### src/rtl/shift_sub_divider_pkg.sv
// Shared types and defaults for the shift/subtract divider block.
// Imported by the divider top, its trial subtractor and its bus interface.
package divider_pkg;

    typedef enum logic [1:0] {
        S_IDLE,
        S_SHIFT,
        S_SUB,
        S_DONE
    } div_state_t;

    localparam int unsigned DIV_WIDTH_DEFAULT = 8;

endpackage

### src/rtl/shift_sub_divider_if.sv
// Run/done switch-style bus for the divider: operands in, results and status out.
// The master side (lab top level or bench) drives run and operands; the divider is the slave.
interface shift_sub_divider_if #(
    parameter int unsigned WIDTH = divider_pkg::DIV_WIDTH_DEFAULT
);

    logic             run;
    logic [WIDTH-1:0] dividend;
    logic [WIDTH-1:0] divisor;
    logic [WIDTH-1:0] quotient;
    logic [WIDTH-1:0] remainder;
    logic             busy;
    logic             done;
    logic             div_by_zero;

    modport master (
        output run, dividend, divisor,
        input  quotient, remainder, busy, done, div_by_zero
    );

    modport slave (
        input  run, dividend, divisor,
        output quotient, remainder, busy, done, div_by_zero
    );

endinterface

### src/rtl/shift_sub_divider_trial_sub.sv
// Trial subtraction for one restoring-division step: partial remainder minus divisor.
// borrow set means the divisor did not fit and the caller keeps the old remainder.
module trial_sub #(
    parameter int unsigned WIDTH = divider_pkg::DIV_WIDTH_DEFAULT
) (
    input  logic [WIDTH:0]   r,
    input  logic [WIDTH-1:0] d,
    output logic [WIDTH:0]   diff,
    output logic             borrow
);

    logic [WIDTH+1:0] t;

    // One extra bit above the remainder width captures the borrow.
    assign t      = {1'b0, r} - {2'b00, d};
    assign diff   = t[WIDTH:0];
    assign borrow = t[WIDTH+1];

endmodule

### src/rtl/shift_sub_divider.sv
// Unsigned restoring divider: captures operands on run, iterates WIDTH shift/trial-subtract
// steps, then holds quotient/remainder until the next start. Divide-by-zero short-circuits.
module shift_sub_divider #(
    parameter int unsigned WIDTH = divider_pkg::DIV_WIDTH_DEFAULT
) (
    input logic                  clk,
    input logic                  reset,
    shift_sub_divider_if.slave   bus
);

    import divider_pkg::*;

    localparam int unsigned      CNT_W = $clog2(WIDTH) + 1;
    localparam logic [CNT_W-1:0] LAST  = CNT_W'(WIDTH - 1);

    div_state_t state, next_state;

    logic [WIDTH:0]   r_q;
    logic [WIDTH-1:0] q_q;
    logic [WIDTH-1:0] d_q;
    logic [CNT_W-1:0] cnt_q;
    logic             dbz_q;

    logic [WIDTH:0]   diff;
    logic             borrow;
    logic             zero_div;

    assign zero_div = (bus.divisor == '0);

    trial_sub #(.WIDTH(WIDTH)) u_trial_sub (
        .r      (r_q),
        .d      (d_q),
        .diff   (diff),
        .borrow (borrow)
    );

    always_ff @(posedge clk or posedge reset) begin
        if (reset) begin
            state <= S_IDLE;
        end else begin
            state <= next_state;
        end
    end

    always_comb begin
        next_state = state;
        case (state)
            S_IDLE: begin
                if (bus.run) begin
                    next_state = zero_div ? S_DONE : S_SHIFT;
                end else begin
                    next_state = S_IDLE;
                end
            end
            S_SHIFT: next_state = S_SUB;
            S_SUB:   next_state = (cnt_q == LAST) ? S_DONE : S_SHIFT;
            // A run level still high after completion must not restart the operation.
            S_DONE:  next_state = bus.run ? S_DONE : S_IDLE;
            default: next_state = S_IDLE;
        endcase
    end

    always_ff @(posedge clk or posedge reset) begin
        if (reset) begin
            r_q   <= '0;
            q_q   <= '0;
            d_q   <= '0;
            cnt_q <= '0;
            dbz_q <= 1'b0;
        end else begin
            case (state)
                S_IDLE: begin
                    if (bus.run) begin
                        if (!zero_div) begin
                            r_q   <= '0;
                            q_q   <= bus.dividend;
                            d_q   <= bus.divisor;
                            cnt_q <= '0;
                            dbz_q <= 1'b0;
                        end else begin
                            r_q   <= {1'b0, bus.dividend};
                            q_q   <= '1;
                            dbz_q <= 1'b1;
                        end
                    end
                end
                S_SHIFT: begin
                    {r_q, q_q} <= {r_q[WIDTH-1:0], q_q, 1'b0};
                end
                S_SUB: begin
                    if (!borrow) begin
                        r_q    <= diff;
                        q_q[0] <= 1'b1;
                    end
                    cnt_q <= cnt_q + 1'b1;
                end
                default: begin
                end
            endcase
        end
    end

    assign bus.quotient    = q_q;
    assign bus.remainder   = r_q[WIDTH-1:0];
    assign bus.busy        = (state == S_SHIFT) || (state == S_SUB);
    assign bus.done        = (state == S_DONE);
    assign bus.div_by_zero = dbz_q;

endmodule

### src/flat_wrapper.sv
// flat-port wrapper written by rule: the top's interface ports become plain ports
module shift_sub_divider_flat import divider_pkg::*;
#(
    parameter int unsigned WIDTH = divider_pkg::DIV_WIDTH_DEFAULT
)
  (clk, reset, bus_run, bus_dividend, bus_divisor, bus_quotient, bus_remainder, bus_busy, bus_done, bus_div_by_zero);
  shift_sub_divider_if #(.WIDTH(WIDTH)) bus_i ();
  input logic clk;
  input logic reset;
  input wire logic [$bits(bus_i.run)-1:0] bus_run;
  input wire logic [$bits(bus_i.dividend)-1:0] bus_dividend;
  input wire logic [$bits(bus_i.divisor)-1:0] bus_divisor;
  output wire logic [$bits(bus_i.quotient)-1:0] bus_quotient;
  output wire logic [$bits(bus_i.remainder)-1:0] bus_remainder;
  output wire logic [$bits(bus_i.busy)-1:0] bus_busy;
  output wire logic [$bits(bus_i.done)-1:0] bus_done;
  output wire logic [$bits(bus_i.div_by_zero)-1:0] bus_div_by_zero;
  assign bus_i.run = bus_run;
  assign bus_i.dividend = bus_dividend;
  assign bus_i.divisor = bus_divisor;
  assign bus_quotient = bus_i.quotient;
  assign bus_remainder = bus_i.remainder;
  assign bus_busy = bus_i.busy;
  assign bus_done = bus_i.done;
  assign bus_div_by_zero = bus_i.div_by_zero;
  shift_sub_divider #(.WIDTH(WIDTH)) u_core (.clk(clk), .reset(reset), .bus(bus_i));
endmodule
### config.mk
export PLATFORM = sky130hd
export DESIGN_NAME = shift_sub_divider_flat
export DESIGN_NICKNAME = d
export VERILOG_FILES = /design/src/rtl/shift_sub_divider_pkg.sv /design/src/rtl/shift_sub_divider_if.sv /design/src/rtl/shift_sub_divider_trial_sub.sv /design/src/rtl/shift_sub_divider.sv /design/src/flat_wrapper.sv
export SDC_FILE = /design/constraint.sdc
export NUM_CORES = 1
export LEC_CHECK = 0
export ABC_CLOCK_PERIOD_IN_PS = 5150
export CELL_PAD_IN_SITES_DETAIL_PLACEMENT = 2
export CELL_PAD_IN_SITES_GLOBAL_PLACEMENT = 2
export CORE_ASPECT_RATIO = 2
export CORE_MARGIN = 3
export CORE_UTILIZATION = 30
export DETAILED_ROUTE_END_ITERATION = 10
export GPL_TIMING_DRIVEN = 0
export PLACE_DENSITY_LB_ADDON = 0.1
export SYNTH_ARGS = -nofsm -noshare
export SYNTH_HDL_FRONTEND = slang
export SYNTH_SLANG_ARGS = --single-unit
### constraint.sdc
create_clock -name clk -period 5.15 [get_ports clk]
set_input_delay 0.7725 -clock clk [delete_from_list [all_inputs] [get_ports clk]]
set_output_delay 0.7725 -clock clk [all_outputs]
set_load 0.05 [all_outputs]
==> impl_metrics.json <==
{
  "tritoncts": "built",
  "clk_latency_ns": 0.28,
  "yosys.area_share.simple_pct": 16.2,
  "hold_buffers": 0,
  "maxCapViolCount": 0,
  "slew_viol_final": 0,
  "worstPathCellList": "inv_1 > ha_1 > clkdlybuf4s50_1",
  "fin_skew_ns": 0.00432,
  "synth_compound_area_share_pct": 26.5,
  "max_slew_margin_pct": 47.2,
  "dr.pass1.iters": 4,
  "path_max_fanout": 4,
  "fp.dieArea_um2": 8360,
  "dieHeight_um": 126,
  "dpl_cell_area_um2": 2680,
  "synth_top_family_by_area": "compound AO/OA/AOI/OAI gates",
  "cts_made_buffers": 5,
  "grt_max_degree": 18,
  "htree_levels": 2,
  "cpPeakStageDelay_ns": 0.83,
  "diodes": 0,
  "clockRootBuffer": "clkbuf_16",
  "path_buf_inv": 2,
  "drc": 0,
  "wire_per_inst_um": 19.1,
  "grt_pass1_wl_mm": 12.3,
  "io_pins": 38,
  "p_leak_nw": 1.20,
  "io_buffers": 37,
  "crit_arrival_ns": 1.93,
  "drt-total-wl_mm": 7.22,
  "avgSynthCellArea_um2": 8.98,
  "holdWs_ns": 0.509,
  "num_vias": 2005,
  "cp_slowest_cell": "clkdlybuf4s50_1",
  "cts_sinks": 32,
  "power.density_nw_per_um2": 700,
  "min_period_ns": 2.70,
  "p_total_w": 0.00198,
  "core_um2": 6990,
  "hold_viol": 0,
  "synthesis.nets": 275,
  "ant_nets": 0,
  "hpwl_mm": 5.70,
  "crit_path_end_kind": "output port",
  "r2r_slack_ns": 2.76,
  "area.sequential_um2": 801,
  "cp_top_family": "buffers and inverters",
  "row_count": 43,
  "finalSetupViolations": 0,
  "postCtsSetupRepairBufs": 0,
  "synth_area_um2": 2170,
  "viasPerCell": 5.30,
  "area_delta_synth_final_pct": 30.2,
  "finalInstanceArea_um2": 2830,
  "syn_inst": 242,
  "grt_remaining_overflow": 0,
  "ir_worst_vdd_uv": 237,
  "asyncSetResetFlopFracSynth_pct": 100,
  "yosys_warnings": 0,
  "drive_gt1_share_pct": 10.8,
  "rsz0062_at_grt": "no",
  "start_kind": "register",
  "ys_ff_latch": 32,
  "tns_ns": 0,
  "fin_nets": 320,
  "cts_buffer_depth": 2,
  "min_path_type": "register to register",
  "synthAdderAreaFrac_pct": 8.41,
  "synth_xor_area_share_pct": 0.403,
  "fill_cells": 798,
  "drt_first_iter_violations": 87,
  "crit_type": "register to output port",
  "synth.area.mux_share_pct": 4.15,
  "status": "complete, no violations",
  "grt_antenna_before_repair": 0,
  "grt_pass1_vias": 2269,
  "multi_input_area_um2": 1210,
  "synth_cell_types": 49,
  "synth_edf_count": 0,
  "place_congestion": 0.766,
  "initial_core_util_pct": 31.1,
  "max_freq_mhz": 370,
  "cp.required_ns": 4.38,
  "synth_ff_type": "dfrtp_1",
  "fin_crit_sh_pct": 52.5,
  "clk_pin_slew_ns": 0.05,
  "seq_area_frac_synth_pct": 36.8,
  "tightest_slew_ns": 0.791,
  "grt_use_total_pct": 19.3,
  "chipWidth_um": 66.2,
  "post_cts_resized": 0
}
## power breakdown
group          switching [W]  internal [W]
Clock               0.000110      0.000193
Combinational       0.000795      0.000460
Sequential         0.0000722      0.000351
## worst register-to-register path, delay by kind of cell, from the launching register on
family          cells  cell delay [ns]
compound gates      3             0.98
fa+ha+maj           1             0.31
simple gates        1             0.15
mux                 1             0.39
flops               1             0.45
## layer usage
metal	vias to the layer above	track usage (%)	part of all wire [%]
li1	964	-	-
met1	1010	21.4	38
met2	24	36.6	59
met3	7	2.66	2.1
met4	0	5.39	1.4
met5	-	0	0
## cells in the mapped netlist (all sizes together) (2+ instances only)
master   number  area [um2]
a22oi         2        15.0
o2111ai       2        17.5
dfrtp        32         801
o211a         2        20.0
and2          2        12.5
nor3          4        20.0
a32o          2        20.0
a21oi        14        73.8
nor2          3        13.8
nand3b        2        15.0
ha           13         163
nand2        31         116
nor2b         3        18.8
or3           2        12.5
o31ai         9        67.6
nand3         9        45.0
o211ai        3        22.5
o21a          3        22.5
o31a          2        17.5
a32oi         2        17.5
nand2b        9        56.3
o21ai        27         146
a2111o        2        22.5
a21o          3        22.5
mux2          8        90.1
or4           2        22.5
buf          10        72.6
clkbuf        6        22.5
inv          18        67.6
## flip-flops by register name (all words and copies together), names as in the netlist
name                    cells
u_core.cnt_q                4
u_core.bus.div_by_zero      1
u_core.state                2
u_core.r_q                  9
u_core.bus.quotient         8
u_core.d_q                  8
## placed cells by master, fill, tap and decap left out, types with 2 or more instances in the layout
master,synthesis,routed
a21oi_1,13,13
o31a_1,2,2
a32oi_1,2,2
clkbuf_1,6,8
o21ai_0,25,25
o2111ai_1,2,2
clkdlybuf4s50_1,0,37
or3_1,2,2
ha_1,13,13
clkbuf_16,0,5
nand3_1,9,9
or4_4,2,2
a32o_1,2,2
nand3b_1,2,2
nor3_1,4,4
inv_1,18,18
o211ai_1,3,3
nor2_1,2,2
nor2b_1,3,3
a21o_1,3,3
a22oi_1,2,2
and2_1,2,2
a2111o_1,2,2
o211a_1,2,2
buf_4,9,9
o31ai_1,9,9
nand2_1,31,31
nand2b_1,9,9
dfrtp_1,32,32
o21a_1,3,3
mux2_2,8,8
## final timing paths
kind                                                to                   start  cells past startpoint
worst min register to register  u_core.bus.quotient[2]  u_core.bus.quotient[2]                      2
worst max-delay path                          bus_busy         u_core.state[1]                      3
max in group asynchronous       u_core.bus.quotient[1]                   reset                      3
worst max register to register           u_core.r_q[3]           u_core.r_q[1]                      6
min in group asynchronous              u_core.cnt_q[2]                   reset                      2
worst min-delay path            u_core.bus.quotient[2]  u_core.bus.quotient[2]                      2
## metrics by stage
step                worst slack (ns)  util, %  std cells
floorplan                       3.05        -        242
global placement                2.40     38.0        369
detailed placement              2.39     38.4        370
CTS                             2.43     40.5        378
global route                    2.36     40.5        378
finish                          2.45     40.5        378
## final cells by class
class,count,share of cell area (%)
clock buffer,8,5.17
sequential,32,28.3
tap,90,3.98
multi-input combinational,176,42.7
timing repair buffer,38,14.1
inverter,18,2.39
buffer,16,3.36
## cell families after synthesis
| logic type | Yosys count |
|---|---|
| AO/OA/AOI/OAI | 84 |
| XOR/XNOR | 1 |
| adder cells (fa/ha/maj) | 14 |
| buffers and inverters | 34 |
| flip-flops | 32 |
| multiplexers | 8 |
| AND/OR/NAND/NOR | 69 |
Power figures use the tool's default switching activity.
